===== src/rtl/mdu_pkg.sv =====
// -----------------------------------------------------------------------------
// mdu_pkg
// Shared definitions for the iterative multiply/divide unit:
//   - operation encodings presented on the op port
//   - controller state encodings
//   - iteration counter width helper
// -----------------------------------------------------------------------------
package mdu_pkg;

    // Operation encodings. Bit 1 selects divide, bit 0 selects unsigned.
    localparam logic [1:0] MDU_MULT  = 2'b00;
    localparam logic [1:0] MDU_MULTU = 2'b01;
    localparam logic [1:0] MDU_DIV   = 2'b10;
    localparam logic [1:0] MDU_DIVU  = 2'b11;

    typedef enum logic [1:0] {
        MDU_IDLE = 2'b00,
        MDU_RUN  = 2'b01,
        MDU_FIX  = 2'b10
    } mdu_state_e;

    // The counter must be able to hold the value WIDTH itself.
    function automatic int mdu_cnt_w(input int width);
        return $clog2(width) + 1;
    endfunction

    localparam int MDU_WIDTH = 32;
    localparam int MDU_CNT_W = mdu_cnt_w(MDU_WIDTH);

endpackage


===== src/rtl/mdu_step.sv =====
// -----------------------------------------------------------------------------
// mdu_step
// One combinational iteration of the multiply/divide datapath. Operands are
// unsigned magnitudes; sign handling lives in the parent.
//
// The accumulator is 2*WIDTH bits: {upper, lower}.
//   Multiply (mode_i=0): shift-add. lower holds the remaining multiplier bits,
//     upper the running partial product. Add operand_i when acc_i[0] is set,
//     then shift the whole thing right one place (carry enters at the top).
//   Divide (mode_i=1): restoring division. upper holds the partial remainder,
//     lower the remaining dividend bits. Shift left one place and subtract
//     operand_i from the upper part; keep the difference if it did not borrow.
//     The new quotient bit is reported on q_bit_o; acc_o[0] is left 0 so the
//     parent can merge it.
//
// Ports:
//   mode_i     in   1          0 = multiply step, 1 = divide step
//   acc_i      in   2*WIDTH    current accumulator
//   operand_i  in   WIDTH      multiplicand (multiply) or divisor (divide)
//   acc_o      out  2*WIDTH    next accumulator
//   q_bit_o    out  1          quotient bit produced by a divide step
// -----------------------------------------------------------------------------
module mdu_step #(
    parameter int WIDTH = 32
) (
    input  logic                 mode_i,
    input  logic [2*WIDTH-1:0]   acc_i,
    input  logic [WIDTH-1:0]     operand_i,
    output logic [2*WIDTH-1:0]   acc_o,
    output logic                 q_bit_o
);

    logic [WIDTH:0] sum;
    logic [WIDTH:0] diff;

    always_comb begin
        sum     = '0;
        diff    = '0;
        acc_o   = acc_i;
        q_bit_o = 1'b0;
        if (!mode_i) begin
            sum   = {1'b0, acc_i[2*WIDTH-1:WIDTH]}
                  + (acc_i[0] ? {1'b0, operand_i} : {(WIDTH+1){1'b0}});
            acc_o = {sum, acc_i[WIDTH-1:1]};
        end else begin
            // acc_i[2W-1:W-1] is the upper half after the left shift.
            diff = acc_i[2*WIDTH-1:WIDTH-1] - {1'b0, operand_i};
            if (!diff[WIDTH]) begin
                acc_o   = {diff[WIDTH-1:0], acc_i[WIDTH-2:0], 1'b0};
                q_bit_o = 1'b1;
            end else begin
                acc_o   = {acc_i[2*WIDTH-2:0], 1'b0};
            end
        end
    end

endmodule


===== src/rtl/mult_div_unit.sv =====
// -----------------------------------------------------------------------------
// mult_div_unit
// Iterative multiply/divide unit with architectural HI/LO registers.
// Implements MULT, MULTU, DIV, DIVU (started with start/op) and MTHI/MTLO
// (write_hi/write_lo, honoured only while idle and start is low).
//
// Handshake: start is sampled only in IDLE. busy is high from the edge after
// acceptance through the FIX edge (WIDTH+1 cycles); done pulses for the one
// cycle after FIX, when hi/lo already hold the new result. busy and done are
// never high together. Inputs are ignored while busy.
//
// Ports:
//   clk       in   1      rising-edge clock
//   reset     in   1      asynchronous active-high reset
//   op_a      in   WIDTH  rs operand / MTHI-MTLO data
//   op_b      in   WIDTH  rt operand
//   start     in   1      begin operation selected by op
//   op        in   2      MULT/MULTU/DIV/DIVU
//   write_hi  in   1      MTHI
//   write_lo  in   1      MTLO
//   hi        out  WIDTH  HI register (product high / remainder)
//   lo        out  WIDTH  LO register (product low / quotient)
//   busy      out  1      operation in progress
//   done      out  1      result-ready pulse
// -----------------------------------------------------------------------------
module mult_div_unit
    import mdu_pkg::*;
#(
    parameter int WIDTH = 32
) (
    input  logic             clk,
    input  logic             reset,
    input  logic [WIDTH-1:0] op_a,
    input  logic [WIDTH-1:0] op_b,
    input  logic             start,
    input  logic [1:0]       op,
    input  logic             write_hi,
    input  logic             write_lo,
    output logic [WIDTH-1:0] hi,
    output logic [WIDTH-1:0] lo,
    output logic             busy,
    output logic             done
);

    localparam int CNT_W = mdu_cnt_w(WIDTH);

    mdu_state_e           state_q, state_d;
    logic [CNT_W-1:0]     cnt_q, cnt_d;
    logic [2*WIDTH-1:0]   acc_q, acc_d;
    logic [WIDTH-1:0]     opnd_q, opnd_d;
    logic [WIDTH-1:0]     raw_a_q, raw_a_d;
    logic                 is_div_q, is_div_d;
    logic                 sign_a_q, sign_a_d;
    logic                 sign_b_q, sign_b_d;
    logic [WIDTH-1:0]     hi_q, hi_d;
    logic [WIDTH-1:0]     lo_q, lo_d;
    logic                 done_q, done_d;

    // Operand preparation at acceptance time.
    logic                 signed_op;
    logic                 in_sign_a;
    logic                 in_sign_b;
    logic [WIDTH-1:0]     mag_a;
    logic [WIDTH-1:0]     mag_b;

    assign signed_op = ~op[0];
    assign in_sign_a = signed_op & op_a[WIDTH-1];
    assign in_sign_b = signed_op & op_b[WIDTH-1];
    assign mag_a     = in_sign_a ? -op_a : op_a;
    assign mag_b     = in_sign_b ? -op_b : op_b;

    // Single datapath iteration.
    logic [2*WIDTH-1:0]   step_acc;
    logic                 step_q;

    mdu_step #(.WIDTH(WIDTH)) u_step (
        .mode_i    (is_div_q),
        .acc_i     (acc_q),
        .operand_i (opnd_q),
        .acc_o     (step_acc),
        .q_bit_o   (step_q)
    );

    // Sign correction applied on the FIX edge. Sign flags are only ever set
    // for signed operations, so no op check is needed here.
    logic                 neg_res;
    logic [2*WIDTH-1:0]   prod_fix;
    logic [WIDTH-1:0]     quo_fix;
    logic [WIDTH-1:0]     rem_fix;
    logic [WIDTH-1:0]     res_hi;
    logic [WIDTH-1:0]     res_lo;

    always_comb begin
        neg_res  = sign_a_q ^ sign_b_q;
        prod_fix = neg_res ? -acc_q : acc_q;
        quo_fix  = neg_res ? -acc_q[WIDTH-1:0] : acc_q[WIDTH-1:0];
        // Truncating division: remainder follows the dividend's sign.
        rem_fix  = sign_a_q ? -acc_q[2*WIDTH-1:WIDTH] : acc_q[2*WIDTH-1:WIDTH];
        res_hi   = prod_fix[2*WIDTH-1:WIDTH];
        res_lo   = prod_fix[WIDTH-1:0];
        if (is_div_q) begin
            if (opnd_q == '0) begin
                // Divide by zero reports the dividend as originally given.
                res_hi = raw_a_q;
                res_lo = '1;
            end else begin
                res_hi = rem_fix;
                res_lo = quo_fix;
            end
        end
    end

    // Next-state and datapath control.
    always_comb begin
        state_d  = state_q;
        cnt_d    = cnt_q;
        acc_d    = acc_q;
        opnd_d   = opnd_q;
        raw_a_d  = raw_a_q;
        is_div_d = is_div_q;
        sign_a_d = sign_a_q;
        sign_b_d = sign_b_q;
        hi_d     = hi_q;
        lo_d     = lo_q;
        done_d   = 1'b0;

        case (state_q)
            MDU_IDLE: begin
                if (start) begin
                    // start wins over a same-cycle MTHI/MTLO.
                    acc_d    = {{WIDTH{1'b0}}, mag_a};
                    opnd_d   = mag_b;
                    raw_a_d  = op_a;
                    is_div_d = op[1];
                    sign_a_d = in_sign_a;
                    sign_b_d = in_sign_b;
                    cnt_d    = '0;
                    state_d  = MDU_RUN;
                end else begin
                    if (write_hi) hi_d = op_a;
                    if (write_lo) lo_d = op_a;
                end
            end
            MDU_RUN: begin
                acc_d = {step_acc[2*WIDTH-1:1],
                         is_div_q ? step_q : step_acc[0]};
                cnt_d = cnt_q + 1'b1;
                if (cnt_q == CNT_W'(WIDTH - 1)) begin
                    state_d = MDU_FIX;
                end
            end
            MDU_FIX: begin
                hi_d    = res_hi;
                lo_d    = res_lo;
                done_d  = 1'b1;
                cnt_d   = '0;
                state_d = MDU_IDLE;
            end
            default: begin
                state_d = MDU_IDLE;
            end
        endcase
    end

    always_ff @(posedge clk or posedge reset) begin
        if (reset) begin
            state_q  <= MDU_IDLE;
            cnt_q    <= '0;
            acc_q    <= '0;
            opnd_q   <= '0;
            raw_a_q  <= '0;
            is_div_q <= 1'b0;
            sign_a_q <= 1'b0;
            sign_b_q <= 1'b0;
            hi_q     <= '0;
            lo_q     <= '0;
            done_q   <= 1'b0;
        end else begin
            state_q  <= state_d;
            cnt_q    <= cnt_d;
            acc_q    <= acc_d;
            opnd_q   <= opnd_d;
            raw_a_q  <= raw_a_d;
            is_div_q <= is_div_d;
            sign_a_q <= sign_a_d;
            sign_b_q <= sign_b_d;
            hi_q     <= hi_d;
            lo_q     <= lo_d;
            done_q   <= done_d;
        end
    end

    assign hi   = hi_q;
    assign lo   = lo_q;
    assign busy = (state_q != MDU_IDLE);
    assign done = done_q;

endmodule

===== config.mk =====
export PLATFORM = sky130hd
export DESIGN_NAME = mult_div_unit
export DESIGN_NICKNAME = d
export VERILOG_FILES = /design/src/rtl/mdu_pkg.sv /design/src/rtl/mdu_step.sv /design/src/rtl/mult_div_unit.sv
export SDC_FILE = /design/constraint.sdc
export NUM_CORES = 1
export LEC_CHECK = 0
export ABC_AREA = 1
export CAP_MARGIN = 30
export CORE_MARGIN = 2
export CORE_UTILIZATION = 50
export DETAILED_ROUTE_END_ITERATION = 12
export PLACE_DENSITY = 0.69
export SKIP_LAST_GASP = 1
export SLEW_MARGIN = 0
export SYNTH_ARGS = -nofsm -noshare
export SYNTH_HDL_FRONTEND = slang
export SYNTH_SLANG_ARGS = --single-unit

===== constraint.sdc =====
create_clock -name clk -period 10.51 [get_ports clk]
set_input_delay 1.5765 -clock clk [delete_from_list [all_inputs] [get_ports clk]]
set_output_delay 1.5765 -clock clk [all_outputs]
set_load 0.02 [all_outputs]

==> impl_metrics.csv <==
group,metric,value,unit
clock_tree,clkTransAtPathRegs,70,ps
timing,worst_pin_slew,981.9,ps
hold_path,hp-class,"flip-flop to flip-flop",
worst_setup_path,cp_max_fo,106,
logic_synthesis,yosysMostFrequentCell,"nand2_1",
drt,wl_met2,31830,um
timing,rsz0062_at_grt,"no",
drt,met1_length,34860,um
layout,instances_no_fill,3981,
placement,hpwl,59710,um
power_and_ir_drop,power.leakage,0.01160,uW
run,maxCapViolCount,0,
timing,slew_headroom,34.54,%
floorplan,die-height,202.9,um
logic_synthesis,synthArstFlopShare,100.0,%
floorplan,floorplan.initialDensity,50.92,%
grt,grt_start_max_net_pins,135,
drt,topRoutingLayerUsed,"met4",
timing,period_minus_slack,5115,ps
placement,io_buffers,136,
clock_tree,cts_setup_buffers,0,
timing,final_hold_viol_count,0,
logic_synthesis,netlist_instances,3376,
drt,routed_via_density,5.729,
layout,finalNetCount,3586,
drt,drtAntennaViolNets,0,
logic_synthesis,synth_fp_nets,3518,
drt,wl_per_cell,19.50,um
hold_path,min_from,"hi[15]",
logic_synthesis,synth.top_cells.by_count,"nand2_1 (1135), inv_1 (449), nor2_1 (382)",
clock_tree,cts.sinks,204,
logic_synthesis,syn_area,19770,um2
clock_tree,cts_resized,0,
placement,gp_congestion,1.043,
logic_synthesis,netlist-cell-type-count,50,
worst_setup_path,path_cells,"clkdlybuf4s50_1, nand2_4, inv_1, nor2_4, buf_4, clkinv_1, o21ai_0",
worst_setup_path,crit_start,"start",
logic_synthesis,synth_edf_count,0,
layout,syn_to_final_growth,13.21,%
layout,fillers,4009,
worst_setup_path,worstSetupEndpointType,"flip-flop",
logic_synthesis,yosysTopAreaCell,"dfrtp_1",
timing,max_freq,195.5,MHz
drt,dr.pass1.iters,6,
layout,final_util,57.65,%
drt,post-route-drc-count,0,
layout,antenna_cells,0,
timing,finalSetupTns,0,ps
clock_tree,hold_buffers,0,
worst_setup_path,cpPeakStageDelay,730,ps
timing,post-route-period-util,48.67,%
logic_synthesis,synth_flop_cell,"dfrtp_1",
floorplan,coreArea,38830,um2
timing,drv_slew,0,
drt,met3WireLength,8454,um
logic_synthesis,synth_top_area_share,25.82,%
worst_setup_path,cp.arrival,5580,ps
drt,drt-total-wl,77620,um
floorplan,fp.dieW,202.9,um
floorplan,dieArea,41150,um2
logic_synthesis,synth-seq-cells,204,
logic_synthesis,ys_seq_area_share,25.82,%
timing,skew,31.93,ps
clock_tree,cts-buffers-inserted,25,
floorplan,io_pins,137,
power_and_ir_drop,cellPowerDensity,366.1,nW/um2
placement,placed_cells,3933,
grt,grt_pass1_wl,119700,um
drt,drtIter0Drc,2723,
drt,vias,22810,
status,status,"complete, no violations",
worst_setup_path,cpMaxStageDelayCell,"clkinv_1",
grt,grt_pass1_vias,20740,
layout,final_area,22380,um2
placement,post_dp_cell_area,21450,um2
timing,setup-violations-final,0,
worst_setup_path,worstSetupPathType,"input pin to flip-flop",
power_and_ir_drop,irDropWorstVdd,0.0001542,V
logic_synthesis,yosysWarnings,0,
grt,antenna_found_initial,0,
grt,overflow,0,
clock_tree,cts_max_level,1,
layout,drive_gt1_share,4.476,%
logic_synthesis,avgSynthCellArea,5.856,um2
grt,grt_usage,37.44,%
clock_tree,root_buffer,"clkbuf_16",
clock_tree,clk_latency,580,ps
worst_setup_path,r2r-start,"state_q[1]",
clock_tree,cts_tree,"yes",
logic_synthesis,synth.area.top_cells,"dfrtp_1 (26%), nand2_1 (22%), inv_1 (8.5%)",
worst_setup_path,critPathRequiredTime,10970,ps
floorplan,num_rows,72,
clock_tree,cts_buffer_depth,3,
worst_setup_path,critPathLaunchType,"input pin",
==> cell type report <==
| type | count | area, um2 | share of cell area (%) |
|---|---|---|---|
| Multi-Input combinational cell | 2599 | 12440 | 55.60 |
| Sequential cell | 204 | 5106 | 22.81 |
| Inverter | 459 | 1730 | 7.731 |
| Timing Repair Buffer | 155 | 1572 | 7.021 |
| Clock buffer | 29 | 650.6 | 2.907 |
| Tap cell | 518 | 648.1 | 2.895 |
| Clock inverter | 17 | 232.7 | 1.040 |
==> registers in the layout (all words and copies together), names as in the netlist <==
| signal | flops |
|---|---|
| sign_a_q | 1 |
| opnd_q | 32 |
| lo | 32 |
| done | 1 |
| sign_b_q | 1 |
| acc_q | 64 |
| raw_a_q | 32 |
| state_q | 2 |
| cnt_q | 6 |
| is_div_q | 1 |
| hi | 32 |
==> placed cells by master, fill, tap and decap left out, types with 4 or more instances in the layout <==
cell type	Yosys	routed
nor2_1	382	379
nand2_2	34	34
and2_1	4	4
clkbuf_16	0	25
nor3_1	26	26
a31oi_1	24	24
clkinvlp_4	0	4
nand3_2	14	14
xnor2_1	18	18
xor2_1	66	66
clkdlybuf4s50_1	0	136
o211ai_1	8	8
buf_4	3	15
ha_1	69	69
nor2_4	6	9
o21ai_1	5	5
o21bai_1	9	9
nand4_1	38	38
nor4_1	8	8
or2_2	4	4
a22oi_1	8	8
nand3b_1	5	5
inv_2	9	9
bufinv_16	0	4
inv_1	449	448
nor2_2	8	8
nand2_1	1135	1134
nand2_4	4	5
nand3_1	281	281
dfrtp_1	204	203
o21ai_0	238	238
a21oi_1	174	174
==> final timing paths <==
check / end / slack [ps] / cells past startpoint
min reg2reg: hi[15] / 480 / 2
max in group asynchronous: is_div_q / 7850 / 5
min in group asynchronous: done / 1340 / 2
max: acc_q[25] / 5390 / 7
min: hi[15] / 480 / 2
max reg2reg: acc_q[25] / 6260 / 7
==> cells by family (layout without fill, tap and decap cells) <==
group                    Yosys count  after routing  share of synthesized area, %
AO/OA/AOI/OAI                    486            486                         13.06
XOR/XNOR                          84             84                         3.721
adder cells (fa/ha/maj)           71             71                         4.569
buffers and inverters            573            660                         11.39
flip-flops                       204            204                         25.82
multiplexers                       1              1                       0.05695
AND/OR/NAND/NOR                 1957           1957                         41.39
==> critical path, delay by kind of cell <==
family / cells / cell delay [ps]
buffers and inverters: 4 / 2530
AND/OR/NAND/NOR: 2 / 910
AO/OA/AOI/OAI: 1 / 410
==> metrics by stage <==
stage	setup WS, ps	power (uW)	hold WS (ps)
2_1_floorplan	3366	5334	447.9
3_3_place_gp	5097	6974	463.7
3_5_place_dp	4994	7058	465.9
4_1_cts	5558	8038	483.9
5_1_grt	5103	8866	495.9
6_report	5395	8196	480.0
==> report_power, final <==
group          internal (uW)  switching [uW]  leakage [uW]
combinational           1820            3680       0.00874
clock                    552             394      0.000419
sequential              1150             604       0.00244
==> routing by layer <==
metal / vias up / GRT usage, %
li1: 10850 / -
met1: 10550 / 57.10
met2: 1256 / 54.32
met3: 155 / 5.313
met4: 0 / 11.39
met5: - / 0
(Power assumes the default switching activity.)
